==> src/rtl/el_cmd_tx_if.sv <==
// ---------------------------------------------------------------------------
// el_cmd_tx_if -- command handshake between a text producer and el_cmd_tx.
//
// Signals:
//   in_cmd_valid   producer -> tx   command request
//   out_cmd_ready  tx -> producer   command acceptance (transfer on valid&ready)
//   in_cmd_op      producer -> tx   00 put char, 01 goto+put, 10 clear, 11 newline
//   in_cmd_char    producer -> tx   character code for ops 00/01
//   in_cmd_col     producer -> tx   target column for op 01 (0..39)
//   in_cmd_row     producer -> tx   target row for op 01 (0..31)
//   out_cmd_error  tx -> producer   one-cycle pulse on a rejected command
//
// Modports: master (command producer), slave (el_cmd_tx).
// ---------------------------------------------------------------------------
interface el_cmd_tx_if;
  logic       in_cmd_valid;
  logic       out_cmd_ready;
  logic [1:0] in_cmd_op;
  logic [6:0] in_cmd_char;
  logic [5:0] in_cmd_col;
  logic [4:0] in_cmd_row;
  logic       out_cmd_error;

  modport master (
    output in_cmd_valid, in_cmd_op, in_cmd_char, in_cmd_col, in_cmd_row,
    input  out_cmd_ready, out_cmd_error
  );

  modport slave (
    input  in_cmd_valid, in_cmd_op, in_cmd_char, in_cmd_col, in_cmd_row,
    output out_cmd_ready, out_cmd_error
  );
endinterface

==> src/rtl/el_cmd_tx.sv <==
// ---------------------------------------------------------------------------
// el_cmd_tx -- turns text-display commands into 8N1 UART bytes for an
// external display controller.
//
// Parameters:
//   CLKS_PER_BIT  main-clock cycles per UART bit (<= 1023)
//   CLEAR_GUARD   idle cycles enforced after a clear byte (<= 65535)
//
// Ports:
//   in_main_clock  sole clock, rising edge
//   in_reset_n     asynchronous active-low reset
//   cmd            el_cmd_tx_if.slave command handshake
//   out_uart_tx    serial line, idle high
//
// Build option: define EL_CMD_TX_CURSOR_SKIP_EN to drop goto column/row
// bytes that the shadow cursor shows are already in effect.
// ---------------------------------------------------------------------------
module el_cmd_tx #(
  parameter int CLKS_PER_BIT = 231,
  parameter int CLEAR_GUARD  = 4096
) (
  input  logic       in_main_clock,
  input  logic       in_reset_n,
  el_cmd_tx_if.slave cmd,
  output logic       out_uart_tx
);

  typedef enum logic [1:0] {OP_PUT, OP_GOTO, OP_CLEAR, OP_NL} op_e;

  // LOAD (encode + validate) is evaluated combinationally and committed on the
  // accepting edge or the last stop-bit edge, so it costs no cycle: this keeps
  // the one-cycle start latency and back-to-back bytes.
  typedef enum logic [2:0] {S_IDLE, S_START, S_DATA, S_STOP, S_GUARD} state_e;

  localparam logic [9:0]  BIT_LAST   = 10'(CLKS_PER_BIT - 1);
  localparam logic [15:0] GUARD_LAST = 16'(CLEAR_GUARD - 1);

  state_e      r_state;
  logic        r_tx, r_ready, r_err;
  logic [7:0]  r_byte, r_pend0, r_pend1;
  logic [1:0]  r_pend_cnt;
  logic [9:0]  r_bit_cnt;
  logic [2:0]  r_bit_idx;
  logic [15:0] r_guard_cnt;
  logic [5:0]  r_cur_col;
  logic [4:0]  r_cur_row;
  logic        r_cur_valid;

  op_e         w_op;
  logic        w_char_bad, w_reject, w_col_en, w_row_en, w_put;
  logic [7:0]  w_seq0, w_seq1, w_seq2, w_char_byte, w_col_byte, w_row_byte;
  logic [1:0]  w_len;
  logic [5:0]  w_base_col, w_nxt_col;
  logic [4:0]  w_base_row, w_nxt_row;
  logic        w_nxt_valid;

  assign w_op = op_e'(cmd.in_cmd_op);

  // Encode the incoming command into up to three bytes and compute where the
  // controller's cursor will be once it has been processed.
  // NOTE: every output gets a default first so no path leaves a latch.
  always_comb begin
    w_char_byte = {1'b0, cmd.in_cmd_char};
    w_col_byte  = 8'h80 | {2'b00, cmd.in_cmd_col};
    w_row_byte  = 8'hC0 | {3'b000, cmd.in_cmd_row};
    w_char_bad  = (cmd.in_cmd_char == 7'h0A) || (cmd.in_cmd_char == 7'h0D);
    w_reject    = 1'b0;
    w_col_en    = 1'b1;
    w_row_en    = 1'b1;
`ifdef EL_CMD_TX_CURSOR_SKIP_EN
    if (r_cur_valid && (r_cur_col == cmd.in_cmd_col)) w_col_en = 1'b0;
    if (r_cur_valid && (r_cur_row == cmd.in_cmd_row)) w_row_en = 1'b0;
`endif
    w_seq0      = w_char_byte;
    w_seq1      = w_char_byte;
    w_seq2      = w_char_byte;
    w_len       = 2'd1;
    w_base_col  = r_cur_col;
    w_base_row  = r_cur_row;
    w_nxt_col   = r_cur_col;
    w_nxt_row   = r_cur_row;
    w_nxt_valid = r_cur_valid;
    w_put       = 1'b0;

    case (w_op)
      OP_PUT: begin
        w_reject = w_char_bad;
        w_put    = 1'b1;
      end
      OP_GOTO: begin
        // A 5-bit row can never exceed 31, so only the column is range checked.
        w_reject    = w_char_bad || (cmd.in_cmd_col > 6'd39);
        w_base_col  = cmd.in_cmd_col;
        w_base_row  = cmd.in_cmd_row;
        w_nxt_valid = 1'b1;
        w_put       = 1'b1;
        case ({w_col_en, w_row_en})
          2'b11:   begin w_seq0 = w_col_byte; w_seq1 = w_row_byte; w_len = 2'd3; end
          2'b10:   begin w_seq0 = w_col_byte; w_len = 2'd2; end
          2'b01:   begin w_seq0 = w_row_byte; w_len = 2'd2; end
          default: w_len = 2'd1;
        endcase
      end
      OP_CLEAR: begin
        w_seq0      = 8'hFF;
        w_nxt_col   = 6'd0;
        w_nxt_row   = 5'd0;
        w_nxt_valid = 1'b1;
      end
      default: begin  // newline; row wraps 31 -> 0 through 5-bit overflow
        w_seq0    = 8'h0A;
        w_nxt_col = 6'd0;
        w_nxt_row = r_cur_row + 5'd1;
      end
    endcase

    // A printed character advances the cursor, wrapping at column 40.
    if (w_put) begin
      if (w_base_col == 6'd39) begin
        w_nxt_col = 6'd0;
        w_nxt_row = w_base_row + 5'd1;
      end else begin
        w_nxt_col = w_base_col + 6'd1;
        w_nxt_row = w_base_row;
      end
    end
  end

  // NOTE: sequential state uses non-blocking assignments only, so every
  // register sees the pre-edge value of every other register.
  always_ff @(posedge in_main_clock or negedge in_reset_n) begin
    if (!in_reset_n) begin
      r_state     <= S_IDLE;
      r_tx        <= 1'b1;
      r_ready     <= 1'b0;
      r_err       <= 1'b0;
      r_byte      <= 8'h00;
      r_pend0     <= 8'h00;
      r_pend1     <= 8'h00;
      r_pend_cnt  <= 2'd0;
      r_bit_cnt   <= 10'd0;
      r_bit_idx   <= 3'd0;
      r_guard_cnt <= 16'd0;
      r_cur_col   <= 6'd0;
      r_cur_row   <= 5'd0;
      r_cur_valid <= 1'b0;
    end else begin
      r_err <= 1'b0;
      case (r_state)
        S_IDLE: begin
          r_tx <= 1'b1;
          if (!r_ready) begin
            r_ready <= 1'b1;
          end else if (cmd.in_cmd_valid) begin
            if (w_reject) begin
              // Ready simply stays high; the producer may retry at once.
              r_err <= 1'b1;
            end else begin
              r_ready     <= 1'b0;
              r_tx        <= 1'b0;
              r_state     <= S_START;
              r_bit_cnt   <= 10'd0;
              r_byte      <= w_seq0;
              r_pend0     <= w_seq1;
              r_pend1     <= w_seq2;
              r_pend_cnt  <= w_len - 2'd1;
              r_cur_col   <= w_nxt_col;
              r_cur_row   <= w_nxt_row;
              r_cur_valid <= w_nxt_valid;
            end
          end
        end
        S_START: begin
          if (r_bit_cnt == BIT_LAST) begin
            r_bit_cnt <= 10'd0;
            r_bit_idx <= 3'd0;
            r_tx      <= r_byte[0];
            r_state   <= S_DATA;
          end else begin
            r_bit_cnt <= r_bit_cnt + 10'd1;
          end
        end
        S_DATA: begin
          if (r_bit_cnt == BIT_LAST) begin
            r_bit_cnt <= 10'd0;
            if (r_bit_idx == 3'd7) begin
              r_tx    <= 1'b1;
              r_state <= S_STOP;
            end else begin
              r_bit_idx <= r_bit_idx + 3'd1;
              r_tx      <= r_byte[r_bit_idx + 3'd1];
            end
          end else begin
            r_bit_cnt <= r_bit_cnt + 10'd1;
          end
        end
        S_STOP: begin
          if (r_bit_cnt == BIT_LAST) begin
            r_bit_cnt <= 10'd0;
            if (r_pend_cnt != 2'd0) begin
              r_byte     <= r_pend0;
              r_pend0    <= r_pend1;
              r_pend_cnt <= r_pend_cnt - 2'd1;
              r_tx       <= 1'b0;
              r_state    <= S_START;
            end else if ((r_byte == 8'hFF) && (CLEAR_GUARD > 0)) begin
              // The controller needs quiet time to wipe its screen buffer.
              r_guard_cnt <= 16'd0;
              r_state     <= S_GUARD;
            end else begin
              r_ready <= 1'b1;
              r_state <= S_IDLE;
            end
          end else begin
            r_bit_cnt <= r_bit_cnt + 10'd1;
          end
        end
        S_GUARD: begin
          if (r_guard_cnt == GUARD_LAST) begin
            r_guard_cnt <= 16'd0;
            r_ready     <= 1'b1;
            r_state     <= S_IDLE;
          end else begin
            r_guard_cnt <= r_guard_cnt + 16'd1;
          end
        end
        default: begin
          r_tx    <= 1'b1;
          r_state <= S_IDLE;
        end
      endcase
    end
  end

  assign out_uart_tx       = r_tx;
  assign cmd.out_cmd_ready = r_ready;
  assign cmd.out_cmd_error = r_err;

endmodule

==> src/flat_wrapper.sv <==
// flat-port wrapper written by rule: the top's interface ports become plain ports
module el_cmd_tx_flat 
#(
  parameter int CLKS_PER_BIT = 231,
  parameter int CLEAR_GUARD  = 4096
)
  (in_main_clock, in_reset_n, out_uart_tx, cmd_in_cmd_valid, cmd_in_cmd_op, cmd_in_cmd_char, cmd_in_cmd_col, cmd_in_cmd_row, cmd_out_cmd_ready, cmd_out_cmd_error);
  el_cmd_tx_if cmd_i ();
  input  logic in_main_clock;
  input  logic in_reset_n;
  output logic out_uart_tx;
  input wire logic [$bits(cmd_i.in_cmd_valid)-1:0] cmd_in_cmd_valid;
  input wire logic [$bits(cmd_i.in_cmd_op)-1:0] cmd_in_cmd_op;
  input wire logic [$bits(cmd_i.in_cmd_char)-1:0] cmd_in_cmd_char;
  input wire logic [$bits(cmd_i.in_cmd_col)-1:0] cmd_in_cmd_col;
  input wire logic [$bits(cmd_i.in_cmd_row)-1:0] cmd_in_cmd_row;
  output wire logic [$bits(cmd_i.out_cmd_ready)-1:0] cmd_out_cmd_ready;
  output wire logic [$bits(cmd_i.out_cmd_error)-1:0] cmd_out_cmd_error;
  assign cmd_i.in_cmd_valid = cmd_in_cmd_valid;
  assign cmd_i.in_cmd_op = cmd_in_cmd_op;
  assign cmd_i.in_cmd_char = cmd_in_cmd_char;
  assign cmd_i.in_cmd_col = cmd_in_cmd_col;
  assign cmd_i.in_cmd_row = cmd_in_cmd_row;
  assign cmd_out_cmd_ready = cmd_i.out_cmd_ready;
  assign cmd_out_cmd_error = cmd_i.out_cmd_error;
  el_cmd_tx #(.CLKS_PER_BIT(CLKS_PER_BIT), .CLEAR_GUARD(CLEAR_GUARD)) u_core (.in_main_clock(in_main_clock), .in_reset_n(in_reset_n), .cmd(cmd_i), .out_uart_tx(out_uart_tx));
endmodule
==> config.mk <==
export PLATFORM = sky130hd
export DESIGN_NAME = el_cmd_tx_flat
export DESIGN_NICKNAME = d
export VERILOG_FILES = /design/src/rtl/el_cmd_tx_if.sv /design/src/rtl/el_cmd_tx.sv /design/src/flat_wrapper.sv
export SDC_FILE = /design/constraint.sdc
export NUM_CORES = 1
export LEC_CHECK = 0
export ABC_AREA = 1
export CORE_AREA = 2 2 115 117
export CTS_BUF_LIST = sky130_fd_sc_hd__clkbuf_16
export CTS_CLUSTER_SIZE = 28
export DETAILED_ROUTE_END_ITERATION = 10
export DIE_AREA = 0 0 117 119
export DONT_BUFFER_PORTS = 1
export GPL_TIMING_DRIVEN = 0
export HOLD_SLACK_MARGIN = 0.08
export PLACE_DENSITY = 0.47
export SLEW_MARGIN = 20
export SYNTH_ARGS = -nofsm -noshare
export SYNTH_HDL_FRONTEND = slang
export SYNTH_SLANG_ARGS = --single-unit
==> constraint.sdc <==
create_clock -name in_main_clock -period 1.8 [get_ports in_main_clock]
set_input_delay 0.36 -clock in_main_clock [delete_from_list [all_inputs] [get_ports in_main_clock]]
set_output_delay 0.36 -clock in_main_clock [all_outputs]
set_load 0.01 [all_outputs]
==> qor.yml <==
fmax_mhz: 595
timing.hold.ws_ns: 0.148
crit_top_cell: "nand2_4"
fillerInstances: 1394
dr.first_iter.drc_count: 117
slew_violations: 0
grt_pass1_wl_mm: 15.1
grt_max_degree: 61
clk_pin_slew_ns: 0.05
grt.busiest_layer: "met2"
crit_path_end_kind: "flip-flop"
synth_flop_cell: "dfrtp_1"
dieHeight_um: 119
crit_arrival_ns: 1.89
syn2layout_area_growth_pct: 16.2
path_depth: 11
timing.final.ws_setup_ns: 0.121
p_leak_nw: 2.03
cts_buffer_depth: 2
regArea_um2: 1500
use_met1: 0.175
worstHoldPathCells: 2
r2r-end: "u_core.r_byte[7]$_DFFE_PN0P_"
use_met2: 0.228
fin_util: 0.334
numCtsBuffers: 9
start_kind: "flip-flop"
power.total_mw: 6.10
syn_area_um2: 3700
synth_edf_count: 0
start_util: 0.287
required_ns: 2.01
drive_above_1_share: 0.181
hp-start: "cmd_in_cmd_char[1]"
cp_max_fo: 10
antenna_found_initial: 0
synth_fp_nets: 511
critPathTopFamily: "simple AND/OR/NAND/NOR gates"
drt-wirelength-per-cell_um: 13.1
layout_commonest_cell: "nand2_1"
dp.cells: 655
finalCriticalPeriod_ns: 1.68
ir_drop_mv: 0.585
path_cells: "ha_1 -> nand2_1 -> nor2_2 -> nand3_4 -> nand2_4 -> nand2_4 -> nor2_8 -> nand2_4 -> buf_8 -> nand2_2 -> o21ai_2"
htree_levels: 3
setup_viol: 0
r2r_start: "u_core.r_bit_cnt[1]$_DFFE_PN0P_"
firstDrtPassIters: 4
worstSetupStartpoint: "u_core.r_bit_cnt[1]$_DFFE_PN0P_"
yosysSeqAreaShare: 0.406
die_w_um: 117
grt_usage: 0.139
synth_cell_types: 41
vias: 3169
die_area_um2: 13900
rsz0062_at_grt: "yes"
insertion_delay_ns: 0.33
p_per_area_nw_per_um2: 1420
yosys_warnings: 0
netlist_instances: 479
finalHoldViolCount: 0
r2r_cells: 11
via_per_inst: 4.67
finalCritPeriodShare: 0.933
final_cell_mix: "nand2_1 (133), dfrtp_1 (59), inv_1 (45), nand3_1 (43), nor2_1 (31)"
slowest_delay_ns: 0.40
worstHoldEndpoint: "u_core.r_pend1[1]$_DFFE_PN0P_"
finClkSkew_ns: 0.00511
ant_nets: 0
io_buffers: 0
status: "finished clean"
hold_path_class: "in -> reg"
insertedDiodeCount: 0
wl_mm: 8.87
ys_ff_latch: 60
core_um2: 12900
syn_avg_cell_area_um2: 7.72
slew_headroom: 0.652
grt_overflow: 0
worst-path-buf-inv: 1
drc: 0
final_nets: 530
root_buffer: "clkbuf_16"
cts.sinks: 60
place_congestion: 0.836
grt_pass1_vias: 3137
stdcell_count: 679
use_met3: 0.0372
cts_tree: "done"
slowest_stage: "dfrtp_1"
r2r_slack_ns: 0.12
multi_input_area_um2: 1960
dpl.hpwl_mm: 6.53
drv_cap: 0
critPathKind: "reg -> reg"
pin_count: 26
rows: 42
async_flop_share: 1.00
tightest_slew_ns: 0.521
place_ws_ns: -0.193
==> registers in the layout (all words and copies together), names as in the netlist <==
| signal | cells |
|---|---|
| u_core.out_uart_tx | 1 |
| u_core.cmd.out_cmd_ready | 1 |
| u_core.r_bit_idx | 3 |
| u_core.cmd.out_cmd_error | 1 |
| u_core.r_pend0 | 8 |
| u_core.r_byte | 8 |
| u_core.r_pend_cnt | 2 |
| u_core.r_state | 3 |
| u_core.r_pend1 | 7 |
| u_core.r_guard_cnt | 16 |
| u_core.r_bit_cnt | 10 |
==> per-layer routing <==
| metal | routed length [um] | up-vias | part of all wire |
|---|---|---|---|
| met2 | 4310 | 64 | 0.49 |
| met3 | 388 | 10 | 0.044 |
| met1 | 4020 | 1495 | 0.45 |
| met4 | 153 | 0 | 0.017 |
| li1 | - | 1600 | - |
| met5 | 0 | - | 0 |
==> how the worst max path moves through the flow <==
stage and end:
2_1_floorplan u_core.r_state[1]$_DFFE_PN0P_, 5_1_grt u_core.r_state[0]$_DFFE_PN0P_, 3_3_place_gp u_core.r_bit_cnt[2]$_DFFE_PN0P_, 3_5_place_dp u_core.r_bit_cnt[1]$_DFFE_PN0P_, 4_1_cts u_core.r_state[0]$_DFFE_PN0P_, 6_report u_core.r_byte[7]$_DFFE_PN0P_
==> worst register-to-register path, cell delays in order (launching register included) <==
cell	delay, ns
dfrtp_1	0.40
ha_1	0.17
nand2_1	0.06
nor2_2	0.12
nand3_4	0.14
nand2_4	0.12
nand2_4	0.07
nor2_8	0.15
nand2_4	0.08
buf_8	0.15
nand2_2	0.07
o21ai_2	0.05
==> cell usage after synthesis, types with 4 or more instances <==
library cell | n | area [um2]
nand2_1 | 134 | 503
nor3_1 | 4 | 20.0
o21ai_2 | 12 | 105
nand2_2 | 21 | 131
xor2_1 | 7 | 61.3
o21ai_0 | 23 | 115
dfrtp_1 | 59 | 1480
or2_2 | 5 | 31.3
o22ai_1 | 6 | 37.5
a22oi_1 | 6 | 45.0
inv_1 | 43 | 161
ha_1 | 9 | 113
nand3_1 | 43 | 215
nand4_1 | 13 | 81.3
a21oi_1 | 8 | 40.0
nor2_1 | 33 | 124
inv_2 | 7 | 26.3
o21ai_1 | 7 | 35.0
nor2_2 | 4 | 25.0
==> cells by family (layout without fill, tap and decap cells) <==
group                    after synthesis  in the layout  share of synthesized area
AND/OR/NAND/NOR                      271            271                      0.348
AO/OA/AOI/OAI                         67             67                      0.115
flip-flops                            60             60                      0.406
buffers and inverters                 60             84                     0.0707
adder cells (fa/ha/maj)                9              9                     0.0304
XOR/XNOR                               9              9                     0.0213
multiplexers                           3              3                    0.00812
==> power by group <==
part	internal, mW	switching (mW)	total, mW
clock network	0.897	0.590	1.49
logic	0.951	1.52	2.47
registers	1.78	0.356	2.14
total	3.63	2.46	6.10
==> per-stage QoR <==
stage / TNS, ns / cell area [um2]
after global placement: -4.52 / 3920
after detailed placement: -5.07 / 3920
final: 0 / 4300
after global routing: -0.0578 / 4300
after floorplan: 0 / 3700
after CTS: 0 / 4240
==> area by class of cell <==
class,instances,area share
repair buffers,8,0.0221
inverters,50,0.0443
plain buffers,10,0.0186
clock buffers,9,0.0524
multi-input cells,359,0.455
well taps,176,0.0512
flip-flops and latches,60,0.350
clock inverters,7,0.00640
==> timing repair <==
action | CTS | global route
setup buffers | 1 | 5
hold buffers | 2 | 0
endpoints found under the setup margin | 10 | 33
resized for setup | 2 | 9
endpoints found under the hold margin | 60 | 0
pin swaps | 0 | 2
No activity file was read; power rests on OpenSTA's default activity.
